===== config.mk =====
export PLATFORM = sky130hd
export DESIGN_NAME = dice_display
export DESIGN_NICKNAME = d
export VERILOG_FILES = /design/src/rtl/dice_display.sv
export SDC_FILE = /design/constraint.sdc
export NUM_CORES = 1
export LEC_CHECK = 0
export ABC_AREA = 0
export CAP_MARGIN = 0
export CORE_MARGIN = 10
export CORE_UTILIZATION = 51
export CTS_CLUSTER_SIZE = 28
export DETAILED_ROUTE_END_ITERATION = 7
export PLACE_DENSITY = 0.79
export SETUP_SLACK_MARGIN = 0.4
export SYNTH_ARGS = -nofsm -noshare
export SYNTH_HDL_FRONTEND = slang
export SYNTH_SLANG_ARGS = --single-unit

===== constraint.sdc =====
create_clock -name clk -period 2.6 [get_ports clk]
set_input_delay 0.52 -clock clk [delete_from_list [all_inputs] [get_ports clk]]
set_output_delay 0.52 -clock clk [all_outputs]
set_load 0.03 [all_outputs]

===== src/rtl/dice_display.sv =====
// Dice face display: animates a rolling face while the button is held and latches
// the upstream throw on release. Optional capture counter enabled by DICE_STATS_EN.
module dice_display #(
  parameter int unsigned SPIN_DIV = 4
) (
  input  logic       clk,
  input  logic       rst,
  input  logic       button,
  input  logic [2:0] throw,
  output logic [6:0] dots,
  output logic       valid,
  output logic       err,
  output logic [7:0] rolls
);

  typedef enum logic [1:0] {IDLE, ROLLING, SHOW, ERR} state_t;

  localparam logic [7:0] SPIN_LAST  = 8'(SPIN_DIV - 1);
  localparam logic [6:0] DOTS_BLANK = 7'b0000000;
  localparam logic [6:0] DOTS_ERROR = 7'b1111111;

  state_t     r_state, w_state;
  logic       r_button_q;
  logic [2:0] r_face, w_face;
  logic [7:0] r_spin, w_spin;
  logic [6:0] r_dots, w_dots;
  logic       r_valid, w_valid;
  logic       r_err, w_err;
  logic       w_capture;
  logic       w_throw_ok;

  function automatic logic [6:0] f_encode(input logic [2:0] face);
    case (face)
      3'd1:    f_encode = 7'b0000001;
      3'd2:    f_encode = 7'b1000010;
      3'd3:    f_encode = 7'b1000011;
      3'd4:    f_encode = 7'b1100110;
      3'd5:    f_encode = 7'b1100111;
      3'd6:    f_encode = 7'b1111110;
      default: f_encode = DOTS_BLANK;
    endcase
  endfunction

  assign w_capture  = !button && r_button_q;
  assign w_throw_ok = (throw != 3'd0) && (throw != 3'd7);

  // NOTE: every signal gets a default before the case so no path leaves it unassigned (no latch).
  always_comb begin
    w_state = r_state;
    w_face  = r_face;
    w_spin  = r_spin;
    w_dots  = r_dots;
    w_valid = r_valid;
    w_err   = r_err;
    case (r_state)
      IDLE: begin
        w_dots  = DOTS_BLANK;
        w_valid = 1'b0;
        w_err   = 1'b0;
      end
      ROLLING: begin
        w_valid = 1'b0;
        w_err   = 1'b0;
        if (w_capture) begin
          if (w_throw_ok) begin
            w_state = SHOW;
            w_face  = throw;
            w_dots  = f_encode(throw);
            w_valid = 1'b1;
          end else begin
            w_state = ERR;
            w_dots  = DOTS_ERROR;
            w_err   = 1'b1;
          end
        end else begin
          if (r_spin == SPIN_LAST) begin
            w_spin = 8'd0;
            w_face = (r_face == 3'd6) ? 3'd1 : r_face + 3'd1;
          end else begin
            w_spin = r_spin + 8'd1;
          end
          w_dots = f_encode(w_face);
        end
      end
      default: ;  // SHOW and ERR hold until the button goes high again
    endcase
    // A new roll restarts the animation from face 1 regardless of where it came from.
    if (r_state != ROLLING && button) begin
      w_state = ROLLING;
      w_face  = 3'd1;
      w_spin  = 8'd0;
      w_dots  = f_encode(3'd1);
      w_valid = 1'b0;
      w_err   = 1'b0;
    end
  end

  // NOTE: sequential state uses non-blocking assignments so all registers update together.
  always_ff @(posedge clk) begin
    if (!rst) begin
      r_state    <= IDLE;
      r_button_q <= 1'b0;
      r_face     <= 3'd0;
      r_spin     <= 8'd0;
      r_dots     <= DOTS_BLANK;
      r_valid    <= 1'b0;
      r_err      <= 1'b0;
    end else begin
      r_state    <= w_state;
      r_button_q <= button;
      r_face     <= w_face;
      r_spin     <= w_spin;
      r_dots     <= w_dots;
      r_valid    <= w_valid;
      r_err      <= w_err;
    end
  end

  assign dots  = r_dots;
  assign valid = r_valid;
  assign err   = r_err;

`ifdef DICE_STATS_EN
  logic [7:0] r_rolls;

  always_ff @(posedge clk) begin
    if (!rst) begin
      r_rolls <= 8'd0;
    end else if (w_capture && r_rolls != 8'hFF) begin
      r_rolls <= r_rolls + 8'd1;
    end
  end

  assign rolls = r_rolls;
`else
  assign rolls = 8'd0;
`endif

endmodule


==> reports/qor.tcl <==
set qor(cts_setup_buffers) 0
set qor(yosysUniqueCellTypes) 47
set qor(drtPass1Iterations) 4
set qor(final_gp_congestion) 0.849
set qor(synthesis.instances) 151
set qor(slew_headroom_pct) 59.0
set qor(ioPinCount) 23
set qor(cp-startpoint) {r_spin[0]$_SDFFE_PP0P_}
set qor(place.detailed.hpwl_um) 2180
set qor(postPlaceCellArea_um2) 1310
set qor(post-route-period-util_pct) 78.1
set qor(crit_path_end_kind) {flop}
set qor(fp.dieH_um) 68.5
set qor(hold_path_depth) 2
set qor(post_cts_resize_count) 0
set qor(final-hold-violation-count) 0
set qor(fp-row-count) 17
set qor(design.die.area_um2) 4700
set qor(clock_skew_ps) 4.47
set qor(post-route-cell-area_um2) 1360
set qor(max_freq_ghz) 0.492
set qor(final_hold_slack_ps) 490
set qor(maxSlewViolCount) 0
set qor(p_leak_nw) 0.474
set qor(root_buf_cell) {clkbuf_4}
set qor(synth_top_cells_by_area) {dfxtp_1 (33%), buf_4 (6.9%), nor2_1 (5.0%)}
set qor(grt_util_all_layers_pct) 12.7
set qor(grt_antenna_before_repair) 0
set qor(dominantRegCellSynth) {dfxtp_1}
set qor(avgSynthCellArea_um2) 7.95
set qor(setup_total_negative_slack_ps) 0
set qor(grt_first_pass_wirelength_um) 4620
set qor(hold_start) {r_spin[1]$_SDFFE_PP0P_}
set qor(first_global_vias) 1002
set qor(synth.yosys.warnings) 0
set qor(synth_enable_flop_cells) 0
set qor(floorplan.initialDensity_pct) 53.8
set qor(area_delta_synth_final_pct) 13.5
set qor(synth_top_area_cell) {dfxtp_1}
set qor(insertedDiodeCount) 0
set qor(worst_slew_pin_slew_ps) 611
set qor(cts-htree-levels) 1
set qor(start_kind) {flop}
set qor(cts-buffers-inserted) 3
set qor(yosysSeqAreaShare_pct) 33.3
set qor(cts.path.max_buffers) 2
set qor(n_fill_cell) 211
set qor(rsz0062_at_grt) {no}
set qor(floorplan.core_area_um2) 2230
set qor(ctsHoldBuffers) 0
set qor(ir_worst_vdd_mv) 0.443
set qor(post_layout_nonfiller_instances) 187
set qor(route.final.wire_length_um) 2930
set qor(cts_tree) {done}
set qor(cts_num_sinks) 20
set qor(place.port_buffers) 14
set qor(routed_via_density) 6.11
set qor(nNetsFinal) 167
set qor(fraction_of_layout_cells_with_a_size_suffix_above_1_pct) 7.55
set qor(chipWidth_um) 68.5
set qor(finalPower_uw) 704
set qor(synthArstFlopShare_pct) 0
set qor(clk_pin_slew_worst_paths_ps) 130
set qor(worstSkewPairLatency_ps) 310
set qor(cp.arrival_ps) 2220
set qor(finalSetupViolations) 0
set qor(result_of_the_run) {complete, no violations}
set qor(power_density_nw_per_um2) 516
set qor(dr_total_vias) 1142
set qor(placed_cells) 183
set qor(hold_class) {flop to flop}
set qor(globalRouteOverflowTotal) 0
set qor(ys_ff_latch) 20
set qor(worst-endpoint-required_ps) 2790
set qor(criticalPathCategory) {flop to flop}
set qor(routed_wire_length_per_instance_um) 15.7
set qor(r2r_start) {r_spin[0]$_SDFFE_PP0P_}
set qor(initialDrtViolationCount) 55
set qor(path_max_fanout) 8
set qor(r2r_cell_count) 4
set qor(drv_cap) 0
set qor(layout_min_cycle_time_ps) 2030
set qor(synth_top_cell_area_share_pct) 33.3
set qor(remaining_drc_errors) 0
set qor(syn-cell-area_um2) 1200
set qor(grt_start_max_net_pins) 13
set qor(antenna_left) 0
## cells in the mapped netlist, drive strengths merged (3+ instances only)
cell and count:
nor2b 4, nand2 10, dfxtp 20, buf 15, nor2 16, nand3 7
o31ai 5, o31a 3, nor3 4, inv 3, clkbuf 6, a211oi 3
o21ai 3, a21oi 9, xnor2 4
## worst max-delay path, stage by stage (launching register included)
cell and delay, ps:
dfxtp_1 410, ha_1 250, or4b_4 540, o31ai_2 590
nor2_1 110
## cell usage in the layout, fill, tap and decap left out, types with 4 or more instances in the layout
master           count
nor2_1              16
dfxtp_1             20
nor2b_1              4
nand2_1             10
a21oi_1              9
xnor2_1              4
clkdlybuf4s50_1     14
buf_4                4
o31ai_1              4
conb_1               8
nor3_1               4
nand3_1              7
## per-layer routing
layer,vias to the layer above,part of all wire (%),GRT usage (%)
met5,-,0,0
li1,548,-,-
met3,4,8.4,3.22
met2,50,47,19.5
met1,540,43,16.3
met4,0,1.3,5.53
## worst paths after layout
check                                         endpoint  slack [ps]
worst max-delay path            r_spin[0]$_SDFFE_PP0P_         570
worst min-delay path            r_spin[1]$_SDFFE_PP0P_         490
worst max register to register  r_spin[0]$_SDFFE_PP0P_         570
worst min register to register  r_spin[1]$_SDFFE_PP0P_         490
## final cells by class
cell class,instances,area (um^2),area share (%)
clock inverter,1,30.0,2.20
multi-input combinational,114,694,50.9
sequential,20,400,29.4
clock buffer,3,22.5,1.65
inverter,3,11.3,0.826
tap,28,35.0,2.57
timing repair buffer,18,170,12.5
## where the power goes
| group | internal (mW) | total (mW) | switching, mW |
|---|---|---|---|
| clock network | 0.156 | 0.264 | 0.109 |
| logic | 0.0405 | 0.112 | 0.0717 |
| registers | 0.315 | 0.327 | 0.0121 |
| total | 0.512 | 0.704 | 0.192 |
## logic make-up after synthesis
group                    Yosys count  share of synthesized area, %
buffers and inverters             24                          11.4
flip-flops                        20                          33.3
adder cells (fa/ha/maj)            1                          1.04
other                              1                         0.312
AND/OR/NAND/NOR                   59                          25.3
AO/OA/AOI/OAI                     40                          24.3
XOR/XNOR                           6                          4.37
## through the flow
stage / setup WS (ps) / utilization [%]
after floorplan: 769 / -
after detailed placement: 338 / 58.5
after global routing: 457 / 61.1
after CTS: 500 / 60.9
final: 569 / 61.1
after global placement: 448 / 58.5
## state kept, by name, summed over array words and instances (netlist names)
register	flops
dots	4
r_face	3
r_state	2
r_button_q	1
err	1
valid	1
r_spin	8
Power figures use the tool's default switching activity.
